File: config.mk
export PLATFORM = sky130hd
export DESIGN_NAME = berlekamp_massey
export DESIGN_NICKNAME = d
export VERILOG_FILES = /design/src/rtl/rs_pkg.sv /design/src/rtl/gf256_mult.sv /design/src/rtl/berlekamp_massey.sv
export SDC_FILE = /design/constraint.sdc
export NUM_CORES = 2
export LEC_CHECK = 0
export CORE_ASPECT_RATIO = 1.1
export CORE_UTILIZATION = 35
export DETAILED_ROUTE_END_ITERATION = 8
export MAX_ROUTING_LAYER = met4
export PLACE_DENSITY = 0.49
export SLEW_MARGIN = 5
export SYNTH_ARGS = -nofsm -noshare
export SYNTH_HDL_FRONTEND = slang
export SYNTH_HIERARCHICAL = 1
export SYNTH_SLANG_ARGS = --single-unit
File: constraint.sdc
create_clock -name Clk -period 19 [get_ports Clk]
set_input_delay 1.9 -clock Clk [delete_from_list [all_inputs] [get_ports Clk]]
set_output_delay 1.9 -clock Clk [all_outputs]
set_load 0.05 [all_outputs]
File: src/rtl/rs_pkg.sv
// Shared definitions for the Reed-Solomon decoder datapath blocks.
//   GF_POLY   : low byte of the GF(2^8) field polynomial x^8+x^4+x^3+x^2+1
//   T         : correction capability (locator coefficients 1..T)
//   NSYN      : number of syndromes (2T)
//   INV_STEPS : square-and-multiply steps that form sigma0^254
//   LATENCY   : rising edges from the Start capture edge to Done
//   state_t   : Berlekamp-Massey controller states
package rs_pkg;

    localparam logic [7:0]  GF_POLY   = 8'h1D;
    localparam int unsigned T         = 8;
    localparam int unsigned NSYN      = 16;
    localparam int unsigned INV_STEPS = 7;
    localparam int unsigned LATENCY   = 25;

    typedef enum logic [1:0] {
        IDLE,
        ITER,
        INV,
        SCALE
    } state_t;

endpackage

File: src/rtl/gf256_mult.sv
// Combinational GF(2^8) multiplier (field polynomial 11Dh).
//   i_a, i_b : 8-bit operands
//   o_p      : 8-bit product i_a * i_b
module gf256_mult
    import rs_pkg::*;
(
    input  logic [7:0] i_a,
    input  logic [7:0] i_b,
    output logic [7:0] o_p
);

    logic [7:0] w_shift;
    logic [7:0] w_prod;

    // Shift-and-add: w_shift walks through i_a * alpha^k, reduced each step.
    always_comb begin
        w_shift = i_a;
        w_prod  = '0;
        for (int unsigned k = 0; k < 8; k++) begin
            if (i_b[k]) begin
                w_prod = w_prod ^ w_shift;
            end
            w_shift = {w_shift[6:0], 1'b0} ^ (w_shift[7] ? GF_POLY : 8'h00);
        end
    end

    assign o_p = w_prod;

endmodule

File: src/rtl/berlekamp_massey.sv
// Inversionless Berlekamp-Massey error-locator solver for RS(255,239) style
// codes over GF(2^8). One BM step per cycle for 16 syndromes, then sigma0 is
// inverted (sigma0^254) and the locator is normalised so that Sigma0 = 01h.
//   Clk, Reset              : clock, asynchronous active-high reset
//   Start                   : one-cycle request, syndromes valid with it
//   Syndrome1..Syndrome16   : syndrome sequence S1..S16
//   Sigma1..Sigma8          : normalised locator coefficients (Sigma0 = 01h)
//   Degree                  : locator length L, saturating at 9
//   Busy                    : computation in progress
//   Done                    : one-cycle pulse when outputs have been updated
//   Fail                    : uncorrectable (L > 8 or sigma0 = 0), valid with Done
module berlekamp_massey
    import rs_pkg::*;
(
    input  logic       Clk,
    input  logic       Reset,
    input  logic       Start,
    input  logic [7:0] Syndrome1,
    input  logic [7:0] Syndrome2,
    input  logic [7:0] Syndrome3,
    input  logic [7:0] Syndrome4,
    input  logic [7:0] Syndrome5,
    input  logic [7:0] Syndrome6,
    input  logic [7:0] Syndrome7,
    input  logic [7:0] Syndrome8,
    input  logic [7:0] Syndrome9,
    input  logic [7:0] Syndrome10,
    input  logic [7:0] Syndrome11,
    input  logic [7:0] Syndrome12,
    input  logic [7:0] Syndrome13,
    input  logic [7:0] Syndrome14,
    input  logic [7:0] Syndrome15,
    input  logic [7:0] Syndrome16,
    output logic [7:0] Sigma1,
    output logic [7:0] Sigma2,
    output logic [7:0] Sigma3,
    output logic [7:0] Sigma4,
    output logic [7:0] Sigma5,
    output logic [7:0] Sigma6,
    output logic [7:0] Sigma7,
    output logic [7:0] Sigma8,
    output logic [3:0] Degree,
    output logic       Busy,
    output logic       Done,
    output logic       Fail
);

    state_t     r_state;
    state_t     w_state_nx;

    logic [7:0] r_syn     [NSYN];
    logic [7:0] r_sigma   [T+1];
    logic [7:0] r_b       [T+1];
    logic [4:0] r_l;
    logic [7:0] r_gamma;
    logic [3:0] r_r;
    logic [2:0] r_inv_cnt;
    logic [7:0] r_sq;
    logic [7:0] r_acc;

    logic [7:0] r_sig_out [T];
    logic [3:0] r_degree;
    logic       r_busy;
    logic       r_done;
    logic       r_done_pend;
    logic       r_fail;

    logic [7:0] w_syn_in  [NSYN];
    logic [7:0] w_dsyn    [T+1];
    logic [7:0] w_dprod   [T+1];
    logic [7:0] w_delta;
    logic [7:0] w_gs      [T+1];
    logic [7:0] w_db      [1:T];
    logic [7:0] w_sig_nx  [T+1];
    logic [7:0] w_sq_src;
    logic [7:0] w_acc_src;
    logic [7:0] w_sq2;
    logic [7:0] w_acc_nx;
    logic [7:0] w_scaled  [T];
    logic       w_sig0_zero;
    logic       w_len_change;
    logic       w_capture;
    logic       w_iter;
    logic       w_inv;
    logic       w_scale;

    assign w_syn_in = '{Syndrome1,  Syndrome2,  Syndrome3,  Syndrome4,
                        Syndrome5,  Syndrome6,  Syndrome7,  Syndrome8,
                        Syndrome9,  Syndrome10, Syndrome11, Syndrome12,
                        Syndrome13, Syndrome14, Syndrome15, Syndrome16};

    // ---------------- FSM: state register ----------------
    always_ff @(posedge Clk or posedge Reset) begin
        if (Reset) begin
            r_state <= IDLE;
        end else begin
            r_state <= w_state_nx;
        end
    end

    // ---------------- FSM: next state ----------------
    // IDLE can be re-entered while Busy is still high (SCALE -> Done gap),
    // so a Start in that cycle must not be taken.
    always_comb begin
        w_state_nx = r_state;
        case (r_state)
            IDLE:    if (Start && !r_busy)                     w_state_nx = ITER;
            ITER:    if (r_r == 4'(NSYN - 1))                  w_state_nx = INV;
            INV:     if (r_inv_cnt == 3'(INV_STEPS - 1))       w_state_nx = SCALE;
            SCALE:                                             w_state_nx = IDLE;
            default:                                           w_state_nx = IDLE;
        endcase
    end

    // ---------------- FSM: output decode ----------------
    always_comb begin
        w_capture = (r_state == IDLE) && Start && !r_busy;
        w_iter    = (r_state == ITER);
        w_inv     = (r_state == INV);
        w_scale   = (r_state == SCALE);
    end

    // ---------------- discrepancy ----------------
    // delta = sum sigma_i * S(r+1-i); S(k) lives at r_syn[k-1], so the index is r-i.
    always_comb begin
        for (int unsigned i = 0; i <= T; i++) begin
            w_dsyn[i] = (4'(i) <= r_r) ? r_syn[r_r - 4'(i)] : '0;
        end
    end

    for (genvar g = 0; g <= T; g++) begin : g_delta
        gf256_mult u_mul (.i_a(r_sigma[g]), .i_b(w_dsyn[g]), .o_p(w_dprod[g]));
    end

    always_comb begin
        w_delta = '0;
        for (int unsigned i = 0; i <= T; i++) begin
            w_delta = w_delta ^ w_dprod[i];
        end
    end

    // ---------------- locator update: gamma*sigma + delta*x*B ----------------
    for (genvar g = 0; g <= T; g++) begin : g_gsig
        gf256_mult u_mul (.i_a(r_gamma), .i_b(r_sigma[g]), .o_p(w_gs[g]));
    end

    for (genvar g = 1; g <= T; g++) begin : g_dxb
        gf256_mult u_mul (.i_a(w_delta), .i_b(r_b[g-1]), .o_p(w_db[g]));
    end

    always_comb begin
        w_sig_nx[0] = w_gs[0];
        for (int unsigned j = 1; j <= T; j++) begin
            w_sig_nx[j] = w_gs[j] ^ w_db[j];
        end
        w_len_change = (w_delta != 8'h00) && ({r_l, 1'b0} <= {2'b00, r_r});
    end

    // ---------------- inversion: sigma0^254 ----------------
    // The square feeds the accumulator in the same step, so after 7 steps
    // acc = s^(2+4+...+128) = s^254. Step 0 seeds from sigma0 / 01h directly.
    assign w_sq_src  = (r_inv_cnt == '0) ? r_sigma[0] : r_sq;
    assign w_acc_src = (r_inv_cnt == '0) ? 8'h01 : r_acc;

    gf256_mult u_inv_sq  (.i_a(w_sq_src),  .i_b(w_sq_src), .o_p(w_sq2));
    gf256_mult u_inv_acc (.i_a(w_acc_src), .i_b(w_sq2),    .o_p(w_acc_nx));

    // ---------------- normalisation ----------------
    for (genvar g = 0; g < T; g++) begin : g_scale
        gf256_mult u_mul (.i_a(r_sigma[g+1]), .i_b(r_acc), .o_p(w_scaled[g]));
    end

    assign w_sig0_zero = (r_sigma[0] == 8'h00);

    // ---------------- BM datapath ----------------
    always_ff @(posedge Clk or posedge Reset) begin
        if (Reset) begin
            for (int unsigned i = 0; i < NSYN; i++) begin
                r_syn[i] <= '0;
            end
            for (int unsigned j = 0; j <= T; j++) begin
                r_sigma[j] <= '0;
                r_b[j]     <= '0;
            end
            r_l       <= '0;
            r_gamma   <= '0;
            r_r       <= '0;
            r_inv_cnt <= '0;
            r_sq      <= '0;
            r_acc     <= '0;
        end else if (w_capture) begin
            for (int unsigned i = 0; i < NSYN; i++) begin
                r_syn[i] <= w_syn_in[i];
            end
            for (int unsigned j = 1; j <= T; j++) begin
                r_sigma[j] <= '0;
                r_b[j]     <= '0;
            end
            r_sigma[0] <= 8'h01;
            r_b[0]     <= 8'h01;
            r_l        <= '0;
            r_gamma    <= 8'h01;
            r_r        <= '0;
            r_inv_cnt  <= '0;
        end else if (w_iter) begin
            for (int unsigned j = 0; j <= T; j++) begin
                r_sigma[j] <= w_sig_nx[j];
            end
            if (w_len_change) begin
                for (int unsigned j = 0; j <= T; j++) begin
                    r_b[j] <= r_sigma[j];
                end
                r_l     <= {1'b0, r_r} + 5'd1 - r_l;
                r_gamma <= w_delta;
            end else begin
                r_b[0] <= '0;
                for (int unsigned j = 1; j <= T; j++) begin
                    r_b[j] <= r_b[j-1];
                end
            end
            r_r <= r_r + 4'd1;
        end else if (w_inv) begin
            r_sq      <= w_sq2;
            r_acc     <= w_acc_nx;
            r_inv_cnt <= r_inv_cnt + 3'd1;
        end
    end

    // ---------------- result registers and handshake ----------------
    // Done trails SCALE by one cycle; Busy drops together with Done.
    always_ff @(posedge Clk or posedge Reset) begin
        if (Reset) begin
            for (int unsigned j = 0; j < T; j++) begin
                r_sig_out[j] <= '0;
            end
            r_degree    <= '0;
            r_fail      <= 1'b0;
            r_busy      <= 1'b0;
            r_done      <= 1'b0;
            r_done_pend <= 1'b0;
        end else begin
            r_done_pend <= w_scale;
            r_done      <= r_done_pend;
            if (w_capture) begin
                r_busy <= 1'b1;
            end else if (r_done_pend) begin
                r_busy <= 1'b0;
            end
            if (w_scale) begin
                for (int unsigned j = 0; j < T; j++) begin
                    r_sig_out[j] <= w_sig0_zero ? 8'h00 : w_scaled[j];
                end
                r_degree <= (r_l > 5'd9) ? 4'd9 : r_l[3:0];
                r_fail   <= (r_l > 5'd8) || w_sig0_zero;
            end
        end
    end

    assign Sigma1 = r_sig_out[0];
    assign Sigma2 = r_sig_out[1];
    assign Sigma3 = r_sig_out[2];
    assign Sigma4 = r_sig_out[3];
    assign Sigma5 = r_sig_out[4];
    assign Sigma6 = r_sig_out[5];
    assign Sigma7 = r_sig_out[6];
    assign Sigma8 = r_sig_out[7];
    assign Degree = r_degree;
    assign Busy   = r_busy;
    assign Done   = r_done;
    assign Fail   = r_fail;

endmodule

Word level (Yosys, flattened, before mapping)
Index checks and enable logic that the tools add are counted.
- $add $sub $neg: 12
- magnitude comparators: 21
- eq/ne operators: 9
- multiplexer cells: 448
- bitwise logic cells: 370
- reductions and logical operators: 18
- operators with widths (operator ; number):
    8-bit bitwise XOR ; 358
    8-bit 2-to-1 mux ; 328
    5-bit 2-to-1 mux ; 94
    72-bit 2-to-1 mux ; 5
    8-bit binary-select mux with 4-bit select ; 9
    5-bit >= comparator (second input constant) ; 9
    4-bit inverter with 5-bit output ; 9
    3-bit by 4-bit <= comparator with 1-bit output (first input constant) ; 4
    4-bit by 3-bit subtractor with 4-bit output (second input constant) ; 4
    4-bit 2-to-1 mux ; 3
    5-bit by 4-bit greater-than comparator with 1-bit output (second input constant) ; 2
    3-bit 2-to-1 mux ; 3
    1-bit by 4-bit <= comparator with 1-bit output (first input constant) ; 2
    2-bit by 4-bit <= comparator with 1-bit output (first input constant) ; 2
    8-bit zero test ; 1
    2-bit case mux with 4 select lines ; 1
    2-bit nonzero test ; 4
    8-bit nonzero test ; 1
    4-bit by 2-bit subtractor with 4-bit output (second input constant) ; 2
    8-bit by 5-bit bitwise XOR with 8-bit output ; 1
    6-bit by 4-bit <= comparator with 1-bit output ; 1
    2-bit 2-to-1 mux ; 3
    3-bit AND reduction ; 2
    4-bit by 1-bit adder with 5-bit output (second input constant) ; 1
    20 further kinds ; 29
- flip-flop bits (word level): 374
- bits of input ports: 131
- output and inout bits: 71

Logic depth before layout (Yosys ltp)
- word-level depth: 48
- mapped depth: 30

Modules after synthesis
Netlist, hierarchy kept.
- by module, submodules not included (module ; instances ; cells an instance ; area each (um^2) ; seq. area each (um^2)):
    gf256_mult at g_delta[1].u_mul ... ; 35 ; 173 ; 1224.9 ; 0.0
    berlekamp_massey ; 1 ; 2106 ; 21828.4 ; 9359.0
    gf256_mult at g_delta[0].u_mul ; 1 ; 165 ; 1174.9 ; 0.0

Least setup slack after synthesis
No wires, ideal clock.
- path kind: register to register
- from: reg r_r[1]
- to: reg r_sigma[11] (netlist bit)
- library setup time: 0.094 ns
- data arrival time: 10.106 ns
- data required time: 18.906 ns
- path slack: 8.800 ns
- stages on the path, launching flop included: 28
- path buffers: 6
- period minus slack after synthesis: 10.200 ns
- path through: dfrtp_1 -> clkbuf_1 -> buf_1 -> clkbuf_1 -> inv_1 -> ha_1 -> buf_1 -> buf_1 -> mux4_2 -> mux4_2 -> nor2b_1 -> clkbuf_1 -> nor2b_1 -> xor2_1 -> xor2_1 -> xnor2_1 -> xnor2_1 -> xnor2_1 -> xnor3_1 -> xnor2_1 -> xor2_2 -> xnor2_1 -> xnor2_1 -> nand3_1 -> nand2_1 -> xnor3_1 -> xnor2_1 -> a211oi_1
- RTL lines (what ; line ; text):
    start: declaration ; berlekamp_massey.sv:56 ; logic [3:0] r_r;
    start signal: assignment ; berlekamp_massey.sv:221 ; r_r <= r_r + 4'd1;
    end signal: indexed assignment ; berlekamp_massey.sv:207 ; r_sigma[j] <= w_sig_nx[j];
    end: declaration ; berlekamp_massey.sv:52 ; logic [7:0] r_sigma [T+1];

==> run_results.csv <==
group,metric,value,unit
detailed_routing,antenna_left,0,
synthesis,ys_types,50,
placed_design,portBuffers,201,
layout,fillers,19087,
placed_design,gp_congestion,0.895,
clock_tree,cts_tree,"yes",
layout,final_common_cell,"nand2_1",
layout,nNetsFinal,8274,
timing,final_max_slew_viol_count,0,
clock_tree,post_cts_buffers,0,
clock_tree,cts_buffer_depth,3,
timing,tightestPinTransition,1330,ps
placed_design,hpwl,154,mm
synthesis,syn_nets,8489,
setup_path,startpoint_type,"flip-flop",
clock_tree,clock_latency,710,ps
setup_path,cp.arrival,10890,ps
detailed_routing,routed_wirelength,217,mm
synthesis,yosys-top-cells-area,"xnor2_1, dfrtp_1, nand2_1",
floorplanning,io_pins,202,
timing,fmax,0.0972,GHz
global_route,grt_pass1_vias,52790,
detailed_routing,vias,53989,
setup_path,worstRegToRegCells,24,
global_route,gr-total-overflow,0,
synthesis,yosys.area.top_type,"xnor2_1",
detailed_routing,drt-pass1-iter-count,5,
timing,timing.setup.tns,0,ps
clock_tree,numCtsBuffers,53,
layout,reg.largest.list,"r_syn x128, r_sigma x72, r_b x64",
detailed_routing,drc,0,
global_route,antenna_found_initial,6,
synthesis,synth_warnings,6,
synthesis,async_flop_share,1.00,
synthesis,synth_edf_count,0,
clock_tree,hold_buffers,0,
worst_hold_path,hp-class,"flip-flop to flip-flop",
clock_tree,clkTransAtPathRegs,60,ps
timing,period_minus_slack,10280,ps
timing,max-slew-margin-rel,0.105,
timing,worst_slack,8720,ps
floorplanning,row_count,166,
synthesis,avgSynthCellArea,7.91,µm²
global_route,grt_pass1_wl,336,mm
layout,layout_common_cells,"nand2_1, xnor2_1, xor2_1",
layout,drive_above_1_share,0.105,
synthesis,ys_seq_elements,374,
floorplanning,dieArea,190000,µm²
clock_tree,cts.sink_count,374,
placed_design,dpl_worst_slack,8850,ps
floorplanning,die_w,416,µm
timing,skew,35.6,ps
setup_path,cp-end-kind,"flip-flop",
timing,hold_violations,0,
layout,largest_reg_flops,128,
synthesis,ys_seq_area_frac,0.142,
synthesis,netlist_area,65900,µm²
timing,min_period_over_period,0.541,
synthesis,netlist_instances,8326,
clock_tree,htree_levels,2,
global_route,grt_max_degree,105,
detailed_routing,drt_iter0_drc,3909,
setup_path,cp_data_required_time,19600,ps
setup_path,critPathKind,"flip-flop to flip-flop",
layout,regMostFlops,"r_syn",
floorplanning,core_area,187000,µm²
layout,syn_to_final_growth,7.85,%
worst_hold_path,hold_path_depth,0,
synthesis,synth_flop_cell,"dfrtp_1",
clock_tree,ctsRootBufferMaster,"clkbuf_16",
run_status,status,"completed",
floorplanning,initial_utilization,0.353,
timing,grt_setup_unrepaired,"no",
detailed_routing,avgViaCountPerCell,5.10,
timing,setup_violations,0,
global_route,grtUsageTotal,0.232,
clock_tree,cts_resized,0,
synthesis,yosysTopAreaCellShare,0.259,
setup_path,crit_path_max_fanout,67,
floorplanning,fp.dieH,457,µm
detailed_routing,wire_per_inst,20.5,µm
run,maxCapViolCount,0,
[logic make-up after synthesis]
logic type,Yosys count,synth area share
xor gates and xnor gates,2765,0.424
buffers and inverters,848,0.0623
adders and majority gates,32,0.00619
muxes,494,0.109
and+or+nand+nor,3034,0.187
AOI/OAI and AO/OA,779,0.0698
DFF,374,0.142
[area by class of cell]
| cell class | instances | area [µm²] | area share |
|---|---|---|---|
| flip-flops and latches | 374 | 9430 | 0.133 |
| multi-input cells | 7104 | 52600 | 0.740 |
| inverters | 192 | 728 | 0.0102 |
| well taps | 2436 | 3050 | 0.0429 |
| repair buffers | 386 | 3410 | 0.0480 |
| clock buffers | 65 | 1420 | 0.0200 |
| clock inverters | 34 | 422 | 0.00593 |
| diodes | 4 | 10.0 | 0.000141 |
[synth_stat cells (36+ instances only)]
library cell  count
a22oi_1          73
clkbuf_1        320
nor2_1          378
nor2b_1         111
a21oi_1         232
nand2b_1         41
dfrtp_1         374
mux2_2           95
xor2_1          520
a211oi_1         99
buf_1            66
mux4_2          167
nand3_1          51
nand2_1        2312
o21ai_0         289
buf_6            77
xnor2_1        1950
mux2i_1         232
xor2_4          108
buf_4            41
xor2_2          143
inv_1           189
buf_2           152
xnor3_1          44
nor3_1           36
[worst paths after layout]
path / startpoint / endpoint / slack, ps
setup reg to reg: r_r[0] / r_sigma[59] / 8720
hold reg to reg: r_done_pend / Done / 380
max in group asynchronous: Reset / r_sigma[45] / 15180
setup / recovery: r_r[0] / r_sigma[59] / 8720
min in group asynchronous: Reset / Sigma8[2] / 1680
hold / removal: r_done_pend / Done / 380
[worst max-delay path, cell delays in order (launching register included)]
cell	delay [ps]
dfrtp_4	490
buf_4	850
ha_1	450
xor2_2	860
inv_1	550
mux4_2	510
nor2b_1	590
nand2_1	150
xnor2_1	200
xnor2_1	150
xnor2_1	160
xnor2_1	100
xnor2_1	360
xnor3_1	520
xnor2_2	780
buf_4	790
buf_4	710
xor2_2	390
xnor2_1	160
nand2_1	80
xnor2_1	200
xor2_1	200
xnor3_1	360
xnor2_1	140
a211oi_1	220
[through the flow]
step	utilization	hold WS (ps)	instances	cell area, µm²
3_3_place_gp	0.371	359	10492	69200
2_1_floorplan	-	349	8326	65900
6_report	0.381	381	10595	71000
3_5_place_dp	0.371	358	10492	69200
4_1_cts	0.381	371	10591	71000
5_1_grt	0.381	401	10595	71000
[layer usage]
layer	global-route usage	vias up	routed length, µm
met5	-	-	0
met4	0.0649	0	5690
met3	0.0184	229	8110
met2	0.390	1270	107000
met1	0.298	26536	96500
li1	-	25954	-
Power is not shown: default switching activity piles up to over one toggle a cycle in this logic, so the estimate is an artifact.
